[src/rtl/fir_tdm_pkg.sv]
// fir_tdm_pkg: shared FSM states, accumulator sizing and pipeline depth for the TDM FIR
package fir_tdm_pkg;
    typedef enum logic [1:0] {CLEAR, IDLE, MAC, DRAIN} state_t;
    localparam int PIPE_DEPTH = 3;
    function automatic int acc_width(input int dw, input int cw, input int taps);
        return dw + cw + $clog2(taps);
    endfunction
endpackage

[src/rtl/fir_mac_pipe.sv]
// fir_mac_pipe: operand/product/accumulate pipeline plus output narrowing (saturate when FIR_SAT_EN, else wrap)
module fir_mac_pipe
    import fir_tdm_pkg::*;
#(
    parameter int DATA_WIDTH = 24,
    parameter int COEF_WIDTH = 18,
    parameter int NUM_TAPS   = 32,
    parameter int OUT_SHIFT  = 17
) (
    input  logic                         clk_i,
    input  logic                         rst_i,
    input  logic                         en_i,
    input  logic                         vld_i,
    input  logic                         first_i,
    input  logic signed [DATA_WIDTH-1:0] x_i,
    input  logic signed [COEF_WIDTH-1:0] h_i,
    output logic signed [DATA_WIDTH-1:0] dout_o,
    output logic                         ovf_o
);
    localparam int ACC_W = acc_width(DATA_WIDTH, COEF_WIDTH, NUM_TAPS);
    localparam int PW = DATA_WIDTH + COEF_WIDTH;
    logic signed [DATA_WIDTH-1:0] x_q;
    logic signed [COEF_WIDTH-1:0] h_q;
    logic signed [PW-1:0]         prod_q;
    logic signed [ACC_W-1:0]      acc_q, sh;
    logic                         v1_q, f1_q, v2_q, f2_q;
    // operand, product and accumulate stages advance together; first tap restarts the sum
    always_ff @(posedge clk_i or posedge rst_i)
        if (rst_i) begin
            x_q    <= '0;
            h_q    <= '0;
            prod_q <= '0;
            acc_q  <= '0;
            v1_q   <= 1'b0;
            f1_q   <= 1'b0;
            v2_q   <= 1'b0;
            f2_q   <= 1'b0;
        end else if (en_i) begin
            x_q    <= x_i;
            h_q    <= h_i;
            v1_q   <= vld_i;
            f1_q   <= first_i;
            prod_q <= x_q * h_q;
            v2_q   <= v1_q;
            f2_q   <= f1_q;
            if (v2_q) acc_q <= f2_q ? ACC_W'(prod_q) : acc_q + ACC_W'(prod_q);
        end
    assign sh = acc_q >>> OUT_SHIFT;
    assign ovf_o = sh[ACC_W-1:DATA_WIDTH-1] != {(ACC_W-DATA_WIDTH+1){sh[DATA_WIDTH-1]}};
`ifdef FIR_SAT_EN
    assign dout_o = ovf_o ? {sh[ACC_W-1], {(DATA_WIDTH-1){~sh[ACC_W-1]}}} : sh[DATA_WIDTH-1:0];
`else
    assign dout_o = sh[DATA_WIDTH-1:0];
`endif
endmodule

[src/rtl/fir_tdm_filter.sv]
// fir_tdm_filter: multi-channel time-multiplexed FIR, one shared MAC, loadable coefficients (FIR_SAT_EN selects saturation)
module fir_tdm_filter
    import fir_tdm_pkg::*;
#(
    parameter int DATA_WIDTH = 24,
    parameter int COEF_WIDTH = 18,
    parameter int NUM_TAPS   = 32,
    parameter int NUM_CH     = 2,
    parameter int OUT_SHIFT  = 17,
    localparam int CH_W  = NUM_CH > 1 ? $clog2(NUM_CH) : 1,
    localparam int TAP_W = $clog2(NUM_TAPS)
) (
    input  logic                         i_clk,
    input  logic                         i_rst,
    input  logic                         i_en,
    input  logic                         i_valid,
    output logic                         o_ready,
    input  logic [CH_W-1:0]              iv_ch,
    input  logic signed [DATA_WIDTH-1:0] iv_din,
    output logic                         o_valid,
    output logic [CH_W-1:0]              ov_ch,
    output logic signed [DATA_WIDTH-1:0] ov_dout,
    output logic                         o_ovf,
    input  logic                         i_coef_we,
    input  logic [TAP_W-1:0]             iv_coef_addr,
    input  logic signed [COEF_WIDTH-1:0] iv_coef_data,
    output logic                         o_coef_err
);
    state_t                       state_q;
    logic [TAP_W-1:0]             k_q, rd_tap;
    logic [TAP_W-1:0]             wp_q [NUM_CH];
    logic [CH_W-1:0]              ch_q;
    logic signed [DATA_WIDTH-1:0] line_q [NUM_CH][NUM_TAPS];
    logic signed [COEF_WIDTH-1:0] coef_q [NUM_TAPS];
    logic                         ready_q, valid_q, coef_err_q;
    logic signed [DATA_WIDTH-1:0] dout_w;
    logic                         ovf_w, accept, ch_ok, coef_ok;
    assign accept  = i_valid && ready_q && i_en;
    assign ch_ok   = 32'(iv_ch) < NUM_CH;
    assign coef_ok = i_coef_we && i_en && state_q == IDLE && !accept;
    assign rd_tap  = wp_q[ch_q] - k_q;
    assign o_ready = ready_q && i_en;
    assign o_valid = valid_q && i_en;
    assign o_coef_err = coef_err_q;
    // control FSM: k_q counts clear entries, MAC taps and drain cycles; outputs are registered
    always_ff @(posedge i_clk or posedge i_rst)
        if (i_rst) begin
            state_q <= CLEAR;
            k_q     <= '0;
            ch_q    <= '0;
            ready_q <= 1'b0;
            valid_q <= 1'b0;
            ov_dout <= '0;
            ov_ch   <= '0;
            o_ovf   <= 1'b0;
            for (int i = 0; i < NUM_CH; i++) wp_q[i] <= '0;
        end else if (i_en) begin
            valid_q <= 1'b0;
            case (state_q)
                CLEAR: begin
                    k_q <= k_q + 1'b1;
                    if (&k_q) ch_q <= ch_q + 1'b1;
                    if (&k_q && 32'(ch_q) == NUM_CH - 1) begin
                        state_q <= IDLE;
                        ready_q <= 1'b1;
                        ch_q    <= '0;
                    end
                end
                IDLE: if (accept && ch_ok) begin
                    state_q <= MAC;
                    ready_q <= 1'b0;
                    ch_q    <= iv_ch;
                    k_q     <= '0;
                end
                MAC: begin
                    k_q <= k_q + 1'b1;
                    if (&k_q) state_q <= DRAIN;
                end
                DRAIN: begin
                    k_q <= k_q + 1'b1;
                    if (k_q == TAP_W'(PIPE_DEPTH)) begin
                        state_q     <= IDLE;
                        ready_q     <= 1'b1;
                        valid_q     <= 1'b1;
                        ov_dout     <= dout_w;
                        o_ovf       <= ovf_w;
                        ov_ch       <= ch_q;
                        wp_q[ch_q]  <= wp_q[ch_q] + 1'b1;
                        k_q         <= '0;
                    end
                end
            endcase
        end
    // delay lines and coefficients: zeroed one entry per cycle in CLEAR, then written by accepts/permitted writes
    always_ff @(posedge i_clk) begin
        if (i_en && state_q == CLEAR) begin
            line_q[ch_q][k_q] <= '0;
            coef_q[k_q]       <= '0;
        end
        if (accept && ch_ok) line_q[iv_ch][wp_q[iv_ch]] <= iv_din;
        if (coef_ok) coef_q[iv_coef_addr] <= iv_coef_data;
    end
    // a dropped coefficient write is flagged one cycle later, even while disabled
    always_ff @(posedge i_clk or posedge i_rst)
        if (i_rst) coef_err_q <= 1'b0;
        else coef_err_q <= i_coef_we && !coef_ok;
    fir_mac_pipe #(
        .DATA_WIDTH(DATA_WIDTH),
        .COEF_WIDTH(COEF_WIDTH),
        .NUM_TAPS  (NUM_TAPS),
        .OUT_SHIFT (OUT_SHIFT)
    ) u_mac (
        .clk_i  (i_clk),
        .rst_i  (i_rst),
        .en_i   (i_en),
        .vld_i  (state_q == MAC),
        .first_i(k_q == '0),
        .x_i    (line_q[ch_q][rd_tap]),
        .h_i    (coef_q[k_q]),
        .dout_o (dout_w),
        .ovf_o  (ovf_w)
    );
endmodule

[config.mk]
export PLATFORM = sky130hd
export DESIGN_NAME = fir_tdm_filter
export DESIGN_NICKNAME = d
export VERILOG_FILES = /design/src/rtl/fir_tdm_pkg.sv /design/src/rtl/fir_mac_pipe.sv /design/src/rtl/fir_tdm_filter.sv
export SDC_FILE = /design/constraint.sdc
export NUM_CORES = 2
export LEC_CHECK = 0
export ABC_AREA = 1
export CAP_MARGIN = 5
export CORE_ASPECT_RATIO = 0.9
export CORE_MARGIN = 2
export CORE_UTILIZATION = 45
export CTS_BUF_LIST = sky130_fd_sc_hd__clkbuf_8
export DETAILED_ROUTE_END_ITERATION = 7
export SLEW_MARGIN = 15
export SYNTH_ARGS = -nofsm -noshare
export SYNTH_HDL_FRONTEND = slang
export SYNTH_HIERARCHICAL = 1
export SYNTH_SLANG_ARGS = --single-unit
[constraint.sdc]
create_clock -name i_clk -period 6 [get_ports i_clk]
set_input_delay 1.2 -clock i_clk [delete_from_list [all_inputs] [get_ports i_clk]]
set_output_delay 1.2 -clock i_clk [all_outputs]
set_load 0.02 [all_outputs]
# Word level (Yosys, flattened, before mapping)

Memories as Yosys holds them, arrays and structs flattened. A register that Yosys moved wholly into a read port is not among the register bits.
Index checks and enable logic that the tools add are counted.

Memories kept: 2
Bits of input ports: 53
Register bits: 164
Bits in writable memories: 2112
Word-level logic and storage cells: 122

$add $sub $neg: 5
Multiply operators: 1
Magnitude comparators: 8
Reduce and logical (&&, ||, !) cells: 28
Equal/unequal tests: 10
Bitwise logic cells: 5
Multiplexer cells: 45

Memories:

| memory | words | width | read ports | clocked after memory_dff | wr ports | RTL line             | RTL |
|---|---|---|---|---|---|---|---|
| line_q | 2     | 768   | 1          | 0                        | 2        | fir_tdm_filter.sv:33 | `logic signed [DATA_WIDTH-1:0] line_q [NUM_CH][NUM_TAPS];` |
| coef_q | 32    | 18    | 1          | 1                        | 1        | fir_tdm_filter.sv:34 | `logic signed [COEF_WIDTH-1:0] coef_q [NUM_TAPS];` |

Operators by type and width:

| kind                                               | number |
|---|---|
| 2-to-1 mux 768 bit                                 | 2 |
| demux 24 bit (select 5 bit)                        | 2 |
| binary-select mux 24 bit (select 5 bit)            | 1 |
| 2-to-1 mux 24 bit                                  | 4 |
| 2-to-1 mux 5 bit                                   | 10 |
| adder 47 x 42 -> 47 bit                            | 1 |
| 2-to-1 mux 47 bit                                  | 1 |
| multiplier 24 x 18 -> 42 bit                       | 1 |
| inequality test 23 bit                             | 1 |
| >= comparator 6 bit, second input constant         | 3 |
| 2-to-1 mux 18 bit                                  | 1 |
| inverter 5 -> 6 bit                                | 3 |
| OR reduction 18 bit                                | 1 |
| case mux 5 bit (3 select lines)                    | 1 |
| AND reduction 5 bit                                | 3 |
| 2-to-1 mux 1 bit                                   | 14 |
| logical AND 1 bit                                  | 13 |
| < comparator 6 x 1 -> 1 bit, second input constant | 2 |
| adder 5 x 1 -> 5 bit, second input constant        | 2 |
| bitwise mux 10 bit                                 | 1 |
| 2-to-1 mux 2 bit                                   | 4 |
| inequality test 2 bit, second input constant       | 4 |
| case mux 2 bit (4 select lines)                    | 1 |
| demux 5 bit (select 1 bit)                         | 1 |
| 20 further kinds                                   | 25 |

# Longest topological paths before layout

Depth in word-level cells: 10
Mapped depth: 28
Mapped depth without buffers: 26

# Hierarchy

The synthesis kept the hierarchy.

By module, submodules not included:

| module         | area each (sq um) | times used | sequential area each (sq um) | cells each |
|---|---|---|---|---|
| fir_tdm_filter | 97330.8           | 1          | 64597.0                      | 9908 |
| fir_mac_pipe   | 25824.8           | 1          | 3378.2                       | 3588 |

# Least setup slack after synthesis

No wires, ideal clock.

Path kind: reg-to-reg
From: register u_mac.x_q[23]
To: register u_mac.prod_q[41]
Clock period less this slack: 6.032 ns
Required time: 5.882 ns
Library setup time: 0.118 ns
Buffers on the path: 2
Stages on the path, launching flop included: 23
Slack: -0.032 ns
Arrival: 5.914 ns
Path through: dfrtp_1 -> clkbuf_1 -> clkbuf_1 -> nand2_1 -> fa_1 -> inv_1 -> fa_1 -> fa_1 -> fa_1 -> fa_1 -> inv_1 -> fa_1 -> inv_1 -> ha_1 -> inv_1 -> nor3_1 -> nand2_1 -> nor2_1 -> nand3_1 -> nand4_1 -> nand2_1 -> nand3_1 -> nand2_1

Cells in the longest elaborated chain, start to end: 1

RTL lines:

| element                      | RTL line           | RTL |
|---|---|---|
| start, declared              | fir_mac_pipe.sv:22 | `logic signed [DATA_WIDTH-1:0] x_q;` |
| start signal, assigned       | fir_mac_pipe.sv:39 | `x_q <= x_i;` |
| multiplier 24 x 18 -> 42 bit | fir_mac_pipe.sv:43 | `prod_q <= x_q * h_q;` |
| end signal, assigned         | fir_mac_pipe.sv:43 |  |
| end, declared                | fir_mac_pipe.sv:24 | `logic signed [PW-1:0] prod_q;` |

No other way between the ends.
A chain may end at the register's enable or synchronous reset.

# Worst setup path after layout

From: register u_mac.h_q[8], read port of coef_q
To: register u_mac.prod_q[38]

Cells in the longest elaborated chain, start to end: 1

RTL lines:

| element                      | RTL line           | RTL |
|---|---|---|
| start, declared              | fir_mac_pipe.sv:23 | `logic signed [COEF_WIDTH-1:0] h_q;` |
| multiplier 24 x 18 -> 42 bit | fir_mac_pipe.sv:43 |  |

No other way between the ends.

==> results.tsv <==
metric	value	unit
pin_count	82	
fin_worst_skew	0.0859	ns
synth_ff_type	edfxtp_1	
core_area	0.273	mm²
finalSetupViolations	0	
syn-mean-instance-area	9.13	µm²
post_dp_cell_area	0.129	mm²
drive_gt1_share	9.55	%
placedCellCount	16700	
portBuffers	81	
drc	0	
multi_input_area	0.0466	mm²
fill_cells	25300	
finalCritPeriodShare	96.6	%
regArea	0.0680	mm²
vias	94500	
finalHoldViolations	0	
fmax	0.173	GHz
wl_per_cell	22.9	µm
synth_cell_types	53	
synth_fp_nets	14100	
hold_class	reg2reg	
crit_path_max_fanout	8	
fp.dieArea	0.278	mm²
synth_top_family_by_area	simple AND/OR/NAND/NOR gates	
dp_hpwl	255	mm
design_area	0.137	mm²
clock_latency	1.03	ns
crit_type	reg2reg	
via_per_inst	5.43	
grt_pass1_vias	90900	
grt_pass1_wl	590	mm
synth-xor-area-share	0.327	%
rows	182	
clkTransAtPathRegs	0.06	ns
grt_max_degree	187	
pre_cts_ws	-0.0546	ns
cts_root_buffer	clkbuf_8	
cts-hold-fix-buffers	0	
die_width	555	µm
synthMuxAreaShare	0	%
antenna_found_initial	15	
final_cell_count_no_fill	17400	
worst_pin_slew	1.18	ns
final_nets	14200	
seq_area_frac_synth	55.2	%
track_usage	28.2	%
clock_sinks	2294	
die_h	500	µm
slew_violations	0	
synth_area	0.123	mm²
drtIter0Drc	11000	
rsz0062_at_grt	yes	
arrival	6.63	ns
synthToLayoutAreaGrowth	11.0	%
hold_ws	0.476	ns
place_congestion	0.957	
cp.required	6.83	ns
htreeDepth	5	
synth_compound_area_share	4.30	%
tritoncts	built	
cp-end-kind	register	
synthArstFlopShare	7.93	%
ys_seq_elements	2294	
syn_inst	13500	
synth_edf_count	2112	
slew_headroom	21.3	%
outcome	complete, no violations	
maxCapViolCount	0	
synth-simple-area-share	23.8	%
cts_max_path_buffers	4	
drtPass1Iterations	6	
numCtsBuffers	394	
finalWorstSetupSlack	0.205	ns
yosysWarnings	6	
start_util	45.1	%
worstSetupStartpointType	register	
overflow	0	
drt_wl_total	398	mm
synth_fa_ha_area_share	8.65	%
finalCriticalPeriod	5.79	ns
ant_nets	0	
[sequential cells by signal (all words and copies together), names as in the netlist, 2 cells and up]
name          count
u_mac/acc_q      47
coef_q          576
u_mac/x_q        24
line_q         1536
k_q               5
state_q           2
ov_dout          24
u_mac/h_q        18
u_mac/prod_q     42
wp_q             10
[path summary, 6_finish.rpt]
path / slack, ns / depth (start not counted) / startpoint / endpoint
min: 0.48 / 2 / ov_dout[18]$_DFFE_PP0P_ / ov_dout[18]$_DFFE_PP0P_
max reg2reg: 0.21 / 23 / u_mac/h_q[8]$_DFFE_PP0P_ / u_mac/prod_q[38]$_DFFE_PP0P_
min in group asynchronous: 0.72 / 2 / i_rst / u_mac/acc_q[26]$_DFFE_PP0P_
max in group asynchronous: 4.08 / 3 / i_rst / u_mac/h_q[7]$_DFFE_PP0P_
min reg2reg: 0.48 / 2 / ov_dout[18]$_DFFE_PP0P_ / ov_dout[18]$_DFFE_PP0P_
max: 0.21 / 23 / u_mac/h_q[8]$_DFFE_PP0P_ / u_mac/prod_q[38]$_DFFE_PP0P_
[synth_stat cells, drive strengths merged (47+ instances only)]
| master | instances | share of area (%) |
|---|---|---|
| clkbuf | 646 | 2.0 |
| dfrtp | 182 | 3.7 |
| buf | 262 | 1.1 |
| inv | 1531 | 4.7 |
| edfxtp | 2112 | 51 |
| nand4 | 47 | 0.24 |
| fa | 427 | 6.9 |
| nor2 | 2359 | 7.3 |
| a21oi | 154 | 0.63 |
| o22ai | 137 | 0.70 |
| nand3 | 1170 | 5.2 |
| ha | 168 | 1.7 |
| nand2 | 3528 | 11 |
| o21ai | 615 | 2.5 |
[cell type report]
type	count	area share, %
sequential	2294	49.7
timing repair buffer	524	3.40
multi-input combinational	8762	34.1
clock buffer	414	4.17
tap	3588	3.28
clock inverter	280	1.03
antenna	5	0.00915
inverter	1532	4.26
[stage by stage]
stage,TNS [ns],util (%)
global route,-0.362,50.1
global placement,0,47.2
finish,0,50.1
CTS,0,49.8
detailed placement,-0.116,47.2
floorplan,0,-
[metal layers]
layer | track usage [%] | up-vias | wire length [µm]
met5 | 0.139 | - | 92
met4 | 10.2 | 10 | 14900
met3 | 5.16 | 678 | 37900
met2 | 42.8 | 4332 | 177000
met1 | 40.5 | 46200 | 168000
li1 | - | 43300 | -
[cells by family after synthesis]
logic type,count (synthesis)
simple gates,7143
buf+inv,2440
flops,2294
compound gates,978
fa+ha+maj,595
xor+xnor,46
[worst max-delay path, cell delays in order, from the launching register on]
cell and delay, ns:
dfrtp_2 0.46, buf_12 0.15, nand2_1 0.07, fa_1 0.54, inv_1 0.05, fa_1 0.52
inv_1 0.06, fa_1 0.51, inv_1 0.06, fa_1 0.49, fa_1 0.54, inv_1 0.05
fa_1 0.53, inv_1 0.05, ha_1 0.36, inv_1 0.09, o21ai_0 0.09, buf_4 0.15
a21oi_1 0.20, o21ai_1 0.16, a21oi_1 0.19, nand4_1 0.10, nand3_1 0.09, o21ai_0 0.09
[cells in the final DEF (no fill, tap or decap), drive strengths merged, types with 3 or more instances in the layout]
cell type      instances
o21a                   8
ha                   168
nand3b                 4
nand4                 47
inv                 1671
clkdlybuf4s50         79
bufinv                 8
nand2               3528
a21boi                 3
o21bai                16
nor3                  21
clkinvlp               9
xnor2                 13
o211ai                35
clkinv               124
a21oi                154
a31oi                  5
nor2                2359
dfrtp                182
xor2                  33
diode                  5
nand3               1170
edfxtp              2112
a21o                   3
clkbuf               415
or2                    9
buf                  444
o21ai                615
fa                   427
o22ai                137
[repair_timing]
| item | in CTS | in global routing |
|---|---|---|
| gates resized for setup | 7 | 168 |
| endpoints found under the setup margin | 12 | 28 |
| pin swaps | 1 | 35 |
| gates cloned | 0 | 1 |
| buffers inserted | 0 | 25 |
Power is left out: the tool's default activity adds up to more than one toggle a clock period on the data nets, which glitch-free logic cannot reach.
